--- src/rtl/mode_register_if.sv ---
// Bus bundle for mode_register: operation controls in, registered value and flags out.
interface mode_register_if #(
  parameter int WIDTH = 10
);
  logic             en;
  logic [2:0]       mode;
  logic [WIDTH-1:0] din;
  logic             sin;
  logic [WIDTH-1:0] dout;
  logic             carry;
  logic             zero;

  modport master (
    output en, mode, din, sin,
    input  dout, carry, zero
  );

  modport slave (
    input  en, mode, din, sin,
    output dout, carry, zero
  );
endinterface

--- src/rtl/mode_register.sv ---
// Mode-controlled datapath register: load, count up/down (wrap or saturate),
// shift, rotate and arithmetic shift, with carry/borrow and zero flags.
module mode_register #(
  parameter int               WIDTH       = 10,
  parameter logic [WIDTH-1:0] RESET_VALUE = {WIDTH{1'b0}},
  parameter bit               SATURATE    = 1'b0
) (
  input  logic           i_clk,
  input  logic           i_reset,
  mode_register_if.slave bus
);

  localparam logic [2:0] MODE_HOLD = 3'b000;
  localparam logic [2:0] MODE_LOAD = 3'b001;
  localparam logic [2:0] MODE_INC  = 3'b010;
  localparam logic [2:0] MODE_DEC  = 3'b011;
  localparam logic [2:0] MODE_SHL  = 3'b100;
  localparam logic [2:0] MODE_SHR  = 3'b101;
  localparam logic [2:0] MODE_ROL  = 3'b110;
  localparam logic [2:0] MODE_ASR  = 3'b111;

  localparam logic [WIDTH-1:0] ALL_ZEROS = {WIDTH{1'b0}};
  localparam logic [WIDTH-1:0] ALL_ONES  = {WIDTH{1'b1}};
  localparam logic [WIDTH-1:0] ONE       = {{(WIDTH-1){1'b0}}, 1'b1};

  logic [WIDTH-1:0] r_dout;
  logic             r_carry;
  logic [WIDTH-1:0] w_dout_next;
  logic             w_carry_next;
  logic             w_at_max;
  logic             w_at_min;

  assign w_at_max = (r_dout == ALL_ONES);
  assign w_at_min = (r_dout == ALL_ZEROS);

  // Next value and carry for the selected operation; en=0 holds both.
  always_comb begin
    w_dout_next  = r_dout;
    w_carry_next = r_carry;
    if (bus.en) begin
      case (bus.mode)
        MODE_HOLD: begin
          w_dout_next  = r_dout;
          w_carry_next = r_carry;
        end
        MODE_LOAD: begin
          w_dout_next  = bus.din;
          w_carry_next = 1'b0;
        end
        MODE_INC: begin
          // Saturating INC pins at all-ones but still flags the overflow attempt.
          if (w_at_max && SATURATE) begin
            w_dout_next = ALL_ONES;
          end else begin
            w_dout_next = r_dout + ONE;
          end
          w_carry_next = w_at_max;
        end
        MODE_DEC: begin
          if (w_at_min && SATURATE) begin
            w_dout_next = ALL_ZEROS;
          end else begin
            w_dout_next = r_dout - ONE;
          end
          w_carry_next = w_at_min;
        end
        MODE_SHL: begin
          w_dout_next  = {r_dout[WIDTH-2:0], bus.sin};
          w_carry_next = r_dout[WIDTH-1];
        end
        MODE_SHR: begin
          w_dout_next  = {bus.sin, r_dout[WIDTH-1:1]};
          w_carry_next = r_dout[0];
        end
        MODE_ROL: begin
          w_dout_next  = {r_dout[WIDTH-2:0], r_dout[WIDTH-1]};
          w_carry_next = r_dout[WIDTH-1];
        end
        MODE_ASR: begin
          w_dout_next  = {r_dout[WIDTH-1], r_dout[WIDTH-1:1]};
          w_carry_next = r_dout[0];
        end
        default: begin
          w_dout_next  = r_dout;
          w_carry_next = r_carry;
        end
      endcase
    end else begin
      w_dout_next  = r_dout;
      w_carry_next = r_carry;
    end
  end

  // State register with synchronous reset taking priority over any operation.
  always_ff @(posedge i_clk) begin
    if (i_reset) begin
      r_dout  <= RESET_VALUE;
      r_carry <= 1'b0;
    end else begin
      r_dout  <= w_dout_next;
      r_carry <= w_carry_next;
    end
  end

  assign bus.dout  = r_dout;
  assign bus.carry = r_carry;
  assign bus.zero  = (r_dout == ALL_ZEROS);

endmodule
--- src/flat_wrapper.sv ---
// flat-port wrapper written by rule: the top's interface ports become plain ports
module mode_register_flat 
#(
  parameter int               WIDTH       = 10,
  parameter logic [WIDTH-1:0] RESET_VALUE = {WIDTH{1'b0}},
  parameter bit               SATURATE    = 1'b0
)
  (i_clk, i_reset, bus_en, bus_mode, bus_din, bus_sin, bus_dout, bus_carry, bus_zero);
  mode_register_if #(.WIDTH(WIDTH)) bus_i ();
  input  logic i_clk;
  input  logic i_reset;
  input wire logic [$bits(bus_i.en)-1:0] bus_en;
  input wire logic [$bits(bus_i.mode)-1:0] bus_mode;
  input wire logic [$bits(bus_i.din)-1:0] bus_din;
  input wire logic [$bits(bus_i.sin)-1:0] bus_sin;
  output wire logic [$bits(bus_i.dout)-1:0] bus_dout;
  output wire logic [$bits(bus_i.carry)-1:0] bus_carry;
  output wire logic [$bits(bus_i.zero)-1:0] bus_zero;
  assign bus_i.en = bus_en;
  assign bus_i.mode = bus_mode;
  assign bus_i.din = bus_din;
  assign bus_i.sin = bus_sin;
  assign bus_dout = bus_i.dout;
  assign bus_carry = bus_i.carry;
  assign bus_zero = bus_i.zero;
  mode_register #(.WIDTH(WIDTH), .RESET_VALUE(RESET_VALUE), .SATURATE(SATURATE)) u_core (.i_clk(i_clk), .i_reset(i_reset), .bus(bus_i));
endmodule
--- config.mk ---
export PLATFORM = sky130hd
export DESIGN_NAME = mode_register_flat
export DESIGN_NICKNAME = d
export VERILOG_FILES = /design/src/rtl/mode_register_if.sv /design/src/rtl/mode_register.sv /design/src/flat_wrapper.sv
export SDC_FILE = /design/constraint.sdc
export NUM_CORES = 1
export LEC_CHECK = 0
export CORE_MARGIN = 1.5
export CORE_UTILIZATION = 45
export CTS_BUF_LIST = sky130_fd_sc_hd__clkbuf_8
export CTS_CLUSTER_DIAMETER = 30
export DETAILED_ROUTE_END_ITERATION = 7
export MAX_ROUTING_LAYER = met4
export PLACE_DENSITY = 0.82
export SLEW_MARGIN = 20
export SYNTH_ARGS = -nofsm -noshare
export SYNTH_HDL_FRONTEND = slang
export SYNTH_SLANG_ARGS = --single-unit
--- constraint.sdc ---
create_clock -name i_clk -period 3.4 [get_ports i_clk]
set_clock_uncertainty 0.1 [all_clocks]
set_input_delay 0.85 -clock i_clk [delete_from_list [all_inputs] [get_ports i_clk]]
set_output_delay 0.85 -clock i_clk [all_outputs]
set_load 0.05 [all_outputs]
# == Yosys cells after proc, flatten, opt, wreduce, memory -nomap -nowiden ==
# Cells that the tools add are included.
# classes
n_addsub,2
eq_ne,8
mux,2
bitwise,2
n_reduce_logical,6
# ops
cell,n
10-bit one-hot mux with 7 select lines,1
3-bit equality test (second input constant),4
10-bit by 1-bit adder with 10-bit output (second input constant),1
10-bit equality test (second input constant),1
10-bit logical NOT,1
10-bit by 1-bit subtractor with 10-bit output (second input constant),1
3-bit by 2-bit equality test with 1-bit output (second input constant),2
1-bit one-hot mux with 5 select lines,1
2-bit OR reduction,2
3-bit by 1-bit equality test with 1-bit output (second input constant),1
3-bit logical NOT,1
3-bit AND reduction,1
1-bit inverter,2
2-bit AND reduction,1
# totals
ff_bits,11
in_bits,17
wordCells,23

# == Depth between registers and ports, before layout ==
# Gate-level depths: netlist (run 1).
# logic_depth
ltp_word,3
mapped_depth,10
mapped_depth_nobuf,8

# == Least setup slack after synthesis (run 1) ==
# No wires, ideal clock.
# synth_path
kind,input-to-reg
from,input port bus_mode[2]
to,register u_core.r_dout[6] (netlist: u_core.bus.dout[6])
t_arrival_ps,2947
setup_slack_ps,267
stages,10
cell_sequence,clkbuf_8 -> nand3b_1 -> buf_2 -> xnor2_1 -> ha_1 -> or4_1 -> or3_1 -> o221ai_1 -> a21oi_1 -> a211oi_1
# synth_between
elab_chain_cells,3
# synth_rtl
element,line_no,source
start: declaration,flat_wrapper.sv:13,input wire logic [$bits(bus_i.mode)-1:0] bus_mode;
"parallel branches: the longest is 3 deep, another holds 10-bit one-hot mux with 7 select lines",--,
end signal: assignment,mode_register.sv:100,r_dout <= w_dout_next;
end: declaration,mode_register.sv:26,logic [WIDTH-1:0] r_dout;
# Several ways; the timed one is not identified.
# A chain may end at the register's enable or synchronous reset.

# == Final worst setup path (run 1) ==
# Ends and elaborated chain as after synthesis.

==> results of run 1 <==
==> kinds of logic after synthesis <==
kind of cell | count (synthesis) | share of synthesized area, %
AOI/OAI and AO/OA | 58 | 28.9
xor gates and xnor gates | 2 | 1.29
adders and majority gates | 1 | 0.918
buffers and inverters | 27 | 15.6
DFF | 11 | 16.2
muxes | 11 | 8.17
and+or+nand+nor | 68 | 28.9
==> per-layer routing <==
metal / track usage, % / up-vias
met3: 5.13 / 7
met5: - / -
met4: 11.6 / 0
met1: 34.9 / 732
li1: - / 714
met2: 36.2 / 69
==> placed cells by master (no fill, tap or decap), types with 2 or more instances in the layout <==
cell type / count
clkdlybuf4s50_1: 27
nand2_1: 20
a21oi_1: 17
nor2_1: 11
dfxtp_1: 11
mux2i_1: 10
o21ai_0: 9
buf_4: 9
a211oi_1: 8
inv_1: 7
nor3_1: 5
o211ai_1: 4
nand4_1: 3
or3_1: 3
clkbuf_8: 3
or4_4: 2
nor2b_1: 2
nor4_1: 2
and3_1: 2
a311oi_1: 2
or4_1: 2
nand3_1: 2
o22ai_1: 2
o221ai_1: 2
a311o_1: 2
==> registers in the layout, indices dropped and copies added, names as in the netlist <==
register          count
u_core.bus.dout      10
u_core.bus.carry      1
==> area by class of cell <==
cell class / count / share of cell area, %
Clock buffer: 3 / 2.59
Clock inverter: 1 / 0.235
Timing Repair Buffer: 36 / 21.2
Multi-Input combinational cell: 140 / 58.3
Inverter: 6 / 1.41
Tap cell: 31 / 2.43
Sequential cell: 11 / 13.8
==> path summary, 6_finish.rpt <==
check	start	end	slack, ns	cells after the start
max	bus_mode[2]	u_core.bus.dout[6]$_SDFFE_PP0P_	0.26	9
min	u_core.bus.carry$_SDFFE_PP0P_	u_core.bus.carry$_SDFFE_PP0P_	0.36	2
max reg2reg	u_core.bus.dout[1]$_SDFFE_PP0P_	u_core.bus.dout[6]$_SDFFE_PP0P_	0.93	7
min reg2reg	u_core.bus.carry$_SDFFE_PP0P_	u_core.bus.carry$_SDFFE_PP0P_	0.36	2
==> worst max-delay path: cells and delay by family <==
family | cells | cell delay, ns
compound gates | 3 | 0.52
buf+inv | 1 | 0.42
xor+xnor | 1 | 0.16
fa+ha+maj | 1 | 0.24
simple gates | 3 | 1.02
==> power groups by stage <==
stage | clock network, mW | logic (mW) | registers, mW
2_1_floorplan | 0 | 0.143 | 0.183
3_3_place_gp | 0 | 0.205 | 0.167
3_5_place_dp | 0 | 0.210 | 0.169
4_1_cts | 0.145 | 0.212 | 0.166
5_1_grt | 0.152 | 0.230 | 0.170
6_report | 0.143 | 0.213 | 0.167
==> flow_metrics.py, run 1 <==
metrics = {
    "power": {
        "p_total_uw": 523,
        "p_sw_uw": 211,
        "switching_share_pct": 40.4,
        "p_leak_nw": 0.601,
        "clkPwrFrac_pct": 27.3,
        "pwr-share-comb_pct": 40.8,
        "seqPwrFrac_pct": 31.9,
        "internal_power_uw": 312,
        "cellPowerDensity_nw_per_um2": 328,
        "ir_drop_uv": 160,
    },
    "floorplan": {
        "dieWidth_um": 58.0,
        "die_h_um": 58.0,
        "rows": 19,
        "start_util_pct": 48.6,
        "top_level_ports": 29,
        "die_area_sq_um": 3370,
        "core-area_sq_um": 2810,
    },
    "route": {
        "antenna_left": 0,
        "wl_met1_mm": 1.66,
        "vias": 1522,
        "via_per_inst": 6.68,
        "firstDrtPassIters": 6,
        "wl_met2_mm": 1.79,
        "routed.top_layer": "met4",
        "drc": 2,
        "drt_iter0_markers": 123,
        "routed_wl_mm": 3.81,
        "dr_wl_met3_um": 302,
        "wl_per_cell_um": 16.7,
    },
    "cts": {
        "tritoncts": "built",
        "clock_path_buffers": 2,
        "clk_pin_slew_ns": 0.06,
        "numCtsBuffers": 3,
        "post_cts_resized": 0,
        "hold_buffers": 0,
        "post_cts_buffers": 0,
        "htree_num_levels": 1,
        "insertion_delay_ns": 0.25,
        "cts_sinks": 11,
        "cts_root_buffer": "clkbuf_8",
    },
    "placement": {
        "portBuffers": 28,
        "dp_slack_ns": 0.0361,
        "post_dp_cell_area_sq_um": 1550,
        "dp_cells": 224,
        "dp_hpwl_mm": 2.57,
        "gp_congestion": 0.888,
    },
    "grt": {
        "grt_pass1_wl_mm": 6.52,
        "track_usage_pct": 25.6,
        "grt_pass1_vias": 1390,
        "gr-total-overflow": 0,
        "antenna_found_initial": 0,
        "grt_max_degree": 33,
    },
    "sta": {
        "min_period_over_period_pct": 92.4,
        "setup_viol": 0,
        "relSlewSlack_pct": 61.6,
        "max_clock_freq_mhz": 318,
        "finalHoldViolCount": 0,
        "min_period_ns": 3.14,
        "postLayoutSetupSlackWorst_ns": 0.260,
        "rsz0062_at_grt": "no",
        "tns_ns": 0,
        "final_max_slew_viol_count": 0,
        "whs_ns": 0.365,
        "worst_pin_slew_ns": 0.576,
    },
    "synth": {
        "avgSynthCellArea_sq_um": 7.65,
        "yosysTopAreaCell": "dfxtp_1",
        "synthFlopType": "dfxtp_1",
        "syn-cell-area_sq_um": 1360,
        "synth_nets": 196,
        "synthTopCellsByCount": "20 x nand2_1, 17 x a21oi_1, 11 x dfxtp_1, 11 x nor2_1, 10 x mux2i_1",
        "yosysMostFrequentCell": "nand2_1",
        "syn_inst": 178,
        "yosysTopAreaCellShare_pct": 16.2,
        "synth_cell_types": 58,
        "synth_edf_count": 0,
        "yosysSeqAreaShare_pct": 16.2,
        "synthArstFlopShare_pct": 0,
        "synth-seq-cells": 11,
        "ys_warn_count": 0,
        "synthTopCellsByArea": "dfxtp_1 16%, mux2i_1 7.3%, clkbuf_8 7.1%, a21oi_1 6.2%, nand2_1 5.5%",
    },
    "cells_and_area": {
        "final_area_sq_um": 1590,
        "fin_nets": 216,
        "drive_gt1_share_pct": 12.7,
        "seqCellArea_sq_um": 220,
        "nFillCells": 260,
        "antenna_cells": 0,
        "multi_input_area_sq_um": 930,
        "layout.cells.non_filler": 228,
        "final_util_pct": 56.8,
        "syn_to_final_growth_pct": 17.0,
    },
    "worst_setup_path": {
        "endpoint_kind": "register",
        "critPathLaunchType": "primary input",
        "worstSetupPathType": "primary input to register",
        "crit_fanout": 4,
        "cp.arrival_ns": 3.20,
        "crit_chain": "clkdlybuf4s50_1 > nand3b_1 > xnor2_1 > ha_1 > or4_1 > or3_1 > o221ai_1 > a21oi_1 > a211oi_1",
        "critPathMaxStageDelay_ns": 0.44,
        "required_ns": 3.46,
        "crit_slowest_cell": "or4_1",
    },
    "outcome": {
        "violations": "design-rule violations",
        "outcome": "finished, violations left",
    },
    "worst_hold_path": {
        "hp-class": "register to register",
    },
    "job": {
        "cap_viol_max_count": 0,
    },
}
Power figures use the tool's default switching activity.
==> run 2: changes to the inputs <==
==> constraint.sdc (replaced) <==
create_clock -name i_clk -period 3.5 [get_ports i_clk]
set_clock_uncertainty 0.1 [all_clocks]
set_input_delay 0.875 -clock i_clk [delete_from_list [all_inputs] [get_ports i_clk]]
set_output_delay 0.875 -clock i_clk [all_outputs]
set_load 0.05 [all_outputs]
==> flow_metrics.py, run 2 (synthesized netlist as in run 1, its figures left out) <==
metrics = {
    "worst_setup_path": {
        "critPathLaunchType": "register",
        "crit_chain": "or4_4 > nor4_4 > clkdlybuf4s50_1",
        "critPathMaxStageDelay_ns": 0.85,
        "crit_fanout": 14,
        "worstSetupPathType": "register to primary output",
        "worst_path_dominant_cell_family": "buffers and inverters",
        "endpoint_kind": "primary output",
        "cp.arrival_ns": 2.31,
        "crit_slowest_cell": "clkdlybuf4s50_1",
        "crit_buf_inv": 1,
        "required_ns": 2.52,
    },
    "job": {
        "cap_viol_max_count": 0,
    },
    "grt": {
        "antenna_found_initial": 0,
        "grt_max_degree": 33,
        "track_usage_pct": 24.8,
        "grt_pass1_wl_mm": 6.39,
        "grt_pass1_vias": 1443,
        "gr-total-overflow": 0,
    },
    "floorplan": {
        "die_area_sq_um": 3370,
        "top_level_ports": 29,
        "die_h_um": 58.0,
        "dieWidth_um": 58.0,
        "rows": 19,
        "core-area_sq_um": 2810,
        "start_util_pct": 48.6,
    },
    "cells_and_area": {
        "final_cell_mix": "28 x clkdlybuf4s50_1, 20 x nand2_1, 17 x a21oi_1",
        "syn_to_final_growth_pct": 19.4,
        "layout.cells.non_filler": 232,
        "drive_gt1_share_pct": 13.9,
        "largest_reg_flops": 10,
        "antenna_cells": 0,
        "fin_nets": 220,
        "final_common_cell": "clkdlybuf4s50_1",
    },
    "sta": {
        "min_period_ns": 3.28,
        "rsz0062_at_grt": "no",
        "whs_ns": 0.371,
        "worst_pin_slew_ns": 0.548,
        "finalHoldViolCount": 0,
        "relSlewSlack_pct": 63.4,
        "min_period_over_period_pct": 93.7,
        "tns_ns": 0,
        "max_clock_freq_mhz": 305,
        "final_max_slew_viol_count": 0,
        "setup_viol": 0,
    },
    "route": {
        "antenna_left": 0,
        "firstDrtPassIters": 6,
        "drt_iter0_markers": 127,
        "via_per_inst": 6.55,
        "routed_wl_mm": 3.82,
        "wl_per_cell_um": 16.5,
        "drc": 0,
        "vias": 1520,
    },
    "outcome": {
        "outcome": "completed",
    },
    "placement": {
        "dp_hpwl_mm": 2.68,
        "gp_congestion": 0.879,
        "dp_cells": 228,
        "portBuffers": 28,
    },
    "cts": {
        "clk_pin_slew_ns": 0.06,
        "post_cts_buffers": 0,
        "clock_path_buffers": 2,
        "cts_sinks": 11,
        "post_cts_resized": 0,
        "tritoncts": "built",
        "insertion_delay_ns": 0.25,
        "cts_root_buffer": "clkbuf_8",
        "htree_num_levels": 1,
        "numCtsBuffers": 3,
        "hold_buffers": 0,
    },
    "worst_hold_path": {
        "hp-class": "register to register",
    },
    "power": {
        "p_total_uw": 511,
        "ir_drop_uv": 249,
        "p_leak_nw": 0.620,
        "cellPowerDensity_nw_per_um2": 314,
    },
}
-- run 2: cell types whose count changed in the layout (fill, tap and decap cells not counted) --
cell / change
clkdlybuf4s50_1: +1
buf_4: +3
-- run 2: where the power goes --
part | leakage (nW) | switching, mW | internal (mW)
sequential | 0.0905 | 0.0170 | 0.135
clock | 0.0269 | 0.0557 | 0.0776
combinational | 0.503 | 0.130 | 0.0966
-- run 2: final cells by class --
class / instances / area, sq um
clock inverter: 1 / 3.75
timing repair buffer: 40 / 370
tap: 31 / 38.8
clock buffer: 3 / 41.3
inverter: 6 / 22.5
multi-input combinational: 140 / 930
fill: 269 / 1180
sequential: 11 / 220
-- run 2: through the flow --
step	setup slack, ns	area [sq um]	util, %
detailed placement	0.190	1580	56.4
CTS	0.227	1630	58.0
floorplan	0.342	1360	-
global route	0.137	1630	58.0
global placement	0.194	1580	56.4
finish	0.219	1630	58.0
-- run 2: worst reg2reg max path: stages, from the launching register on --
cell,delay (ns)
dfxtp_1,0.31
buf_4,0.17
xnor2_1,0.14
ha_1,0.24
or4_1,0.43
or3_1,0.38
o221ai_1,0.19
a21oi_1,0.09
a211oi_1,0.19
-- run 2: per-layer routing --
metal / track usage (%) / share of wire [%] / vias to the layer above
met5: - / 0 / -
met1: 30.6 / 41 / 704
met3: 4.91 / 9.5 / 10
met4: 10.6 / 1.5 / 0
met2: 39.4 / 48 / 89
li1: - / - / 717
-- run 2: path summary, 6_finish.rpt --
kind | cells past startpoint | slack (ns) | endpoint | from
hold / removal | 2 | 0.37 | u_core.bus.carry$_SDFFE_PP0P_ | u_core.bus.carry$_SDFFE_PP0P_
setup reg to reg | 8 | 1.18 | u_core.bus.dout[6]$_SDFFE_PP0P_ | u_core.bus.dout[1]$_SDFFE_PP0P_
setup / recovery | 3 | 0.22 | bus_zero | u_core.bus.dout[2]$_SDFFE_PP0P_
hold reg to reg | 2 | 0.37 | u_core.bus.carry$_SDFFE_PP0P_ | u_core.bus.carry$_SDFFE_PP0P_
==> run 3: changes to the inputs <==
--- a/config.mk
+++ b/config.mk
@@ -6,12 +6,12 @@
 export NUM_CORES = 1
 export LEC_CHECK = 0
 export CORE_MARGIN = 1.5
-export CORE_UTILIZATION = 45
+export CORE_UTILIZATION = 53
 export CTS_BUF_LIST = sky130_fd_sc_hd__clkbuf_8
 export CTS_CLUSTER_DIAMETER = 30
 export DETAILED_ROUTE_END_ITERATION = 7
 export MAX_ROUTING_LAYER = met4
-export PLACE_DENSITY = 0.82
+export PLACE_DENSITY = 0.93
 export SLEW_MARGIN = 20
 export SYNTH_ARGS = -nofsm -noshare
 export SYNTH_HDL_FRONTEND = slang
==> flow_metrics.py, run 3 (synthesized netlist as in run 1, its figures left out) <==
metrics = {
    "outcome": {
        "outcome": "completed",
    },
    "placement": {
        "dp_slack_ns": 0.155,
        "dp_hpwl_mm": 2.67,
        "post_dp_cell_area_sq_um": 1600,
        "gp_congestion": 0.947,
        "portBuffers": 28,
    },
    "worst_setup_path": {
        "worstReg2RegEnd": "u_core.bus.dout[6]$_SDFFE_PP0P_",
        "crit_slowest_cell": "clkdlybuf4s50_1",
        "critPathMaxStageDelay_ns": 0.85,
        "required_ns": 2.52,
        "cp.arrival_ns": 2.27,
        "crit_fanout": 10,
        "endpoint_kind": "primary output",
        "worstSetupPathType": "register to primary output",
        "r2r_cells": 8,
        "crit_buf_inv": 1,
        "critPathLaunchType": "register",
        "crit_chain": "or4_4 > nor4_4 > clkdlybuf4s50_1",
        "timing.rr.start": "u_core.bus.dout[1]$_SDFFE_PP0P_",
        "worst_path_dominant_cell_family": "buffers and inverters",
        "reg2reg_setup_slack_ns": 1.18,
    },
    "sta": {
        "final_max_slew_viol_count": 0,
        "postLayoutSetupSlackWorst_ns": 0.257,
        "tns_ns": 0,
        "min_period_over_period_pct": 92.7,
        "setup_viol": 0,
        "max_clock_freq_mhz": 308,
        "relSlewSlack_pct": 64.0,
        "worst_pin_slew_ns": 0.539,
        "finalHoldViolCount": 0,
        "rsz0062_at_grt": "no",
        "min_period_ns": 3.24,
    },
    "cells_and_area": {
        "fin_nets": 222,
        "final_cell_mix": "28 x clkdlybuf4s50_1, 20 x nand2_1, 17 x a21oi_1",
        "largest_reg_flops": 10,
        "final_common_cell": "clkdlybuf4s50_1",
        "final_util_pct": 66.8,
        "final_area_sq_um": 1640,
        "drive_gt1_share_pct": 14.8,
        "antenna_cells": 0,
        "syn_to_final_growth_pct": 20.4,
        "nFillCells": 216,
    },
    "cts": {
        "clk_pin_slew_ns": 0.06,
        "cts_sinks": 11,
        "numCtsBuffers": 3,
        "post_cts_resized": 0,
        "hold_buffers": 0,
        "tritoncts": "built",
        "htree_num_levels": 1,
        "insertion_delay_ns": 0.24,
        "cts_root_buffer": "clkbuf_8",
        "clock_path_buffers": 2,
        "post_cts_buffers": 0,
    },
    "grt": {
        "antenna_found_initial": 0,
        "gr-total-overflow": 0,
        "track_usage_pct": 30.0,
        "grt_pass1_wl_mm": 6.18,
        "grt_pass1_vias": 1302,
        "grt_max_degree": 33,
    },
    "route": {
        "via_per_inst": 6.42,
        "wl_per_cell_um": 16.7,
        "vias": 1496,
        "drt_iter0_markers": 85,
        "drc": 0,
        "routed_wl_mm": 3.88,
        "firstDrtPassIters": 4,
        "antenna_left": 0,
    },
    "floorplan": {
        "start_util_pct": 55.5,
        "core-area_sq_um": 2450,
        "die_area_sq_um": 2880,
        "top_level_ports": 29,
        "rows": 18,
        "dieWidth_um": 53.7,
        "die_h_um": 53.7,
    },
    "worst_hold_path": {
        "holdCritStartpoint": "u_core.bus.carry$_SDFFE_PP0P_",
        "holdPathStages": 2,
        "hold_path_end": "u_core.bus.carry$_SDFFE_PP0P_",
        "hp-class": "register to register",
    },
    "power": {
        "p_leak_nw": 0.631,
        "cellPowerDensity_nw_per_um2": 311,
        "p_total_uw": 510,
        "ir_drop_uv": 301,
    },
    "job": {
        "cap_viol_max_count": 0,
    },
}
## run 3: cell types whose count changed in the layout (fill, tap and decap cells not counted)
| cell | previous run | this run |
|---|---|---|
| buf_4 | 12 | 14 |
## run 3: where the power goes
part / internal (mW) / switching, mW / leakage, nW
sequential: 0.135 / 0.0122 / 0.0905
combinational: 0.0988 / 0.135 / 0.513
clock: 0.0772 / 0.0524 / 0.0269
total: 0.311 / 0.199 / 0.631
## run 3: metrics by stage
stage,hold WS (ns),instances
3_5_place_dp,0.354,229
2_1_floorplan,0.564,178
3_3_place_gp,0.343,229
4_1_cts,0.364,233
6_report,0.360,233
5_1_grt,0.402,233
## run 3: worst reg2reg max path: stages, from the launching register on
cell and delay (ns):
dfxtp_1 0.31, buf_4 0.17, xnor2_1 0.13, ha_1 0.24, or4_1 0.43, or3_1 0.36
o221ai_1 0.19, a21oi_1 0.10, a211oi_1 0.20
## run 3: layout make-up
class                      count  area, sq um  share of cell area, %
multi-input combinational    140          930                   56.7
timing repair buffer          42          385                   23.5
inverter                       6         22.5                   1.37
clock buffer                   3         41.3                   2.52
clock inverter                 1         3.75                  0.229
tap                           30         37.5                   2.29
sequential                    11          220                   13.4
## run 3: worst max-delay path by stage
stage | startpoint | endpoint | slack [ns] | cells past startpoint
6_report | u_core.bus.dout[7]$_SDFFE_PP0P_ | bus_zero | 0.26 | 3
5_1_grt | bus_mode[2] | u_core.bus.dout[8]$_SDFFE_PP0P_ | 0.17 | 9
4_1_cts | u_core.bus.dout[5]$_SDFFE_PP0P_ | bus_zero | 0.27 | 3
3_5_place_dp | bus_mode[2] | u_core.bus.dout[6]$_SDFFE_PP0P_ | 0.16 | 9
3_3_place_gp | bus_mode[2] | u_core.bus.dout[6]$_SDFFE_PP0P_ | 0.21 | 9
2_1_floorplan | bus_mode[2] | u_core.bus.dout[6]$_SDFFE_PP0P_ | 0.34 | 10
## run 3: metal layers
metal	up-vias	track usage, %	part of all wire [%]	wire, um
met5	-	-	0	0
met4	0	9.40	1.6	64
met3	8	6.67	10	392
met2	85	48.2	48	1860
met1	679	37.3	40	1570
li1	724	-	-	-
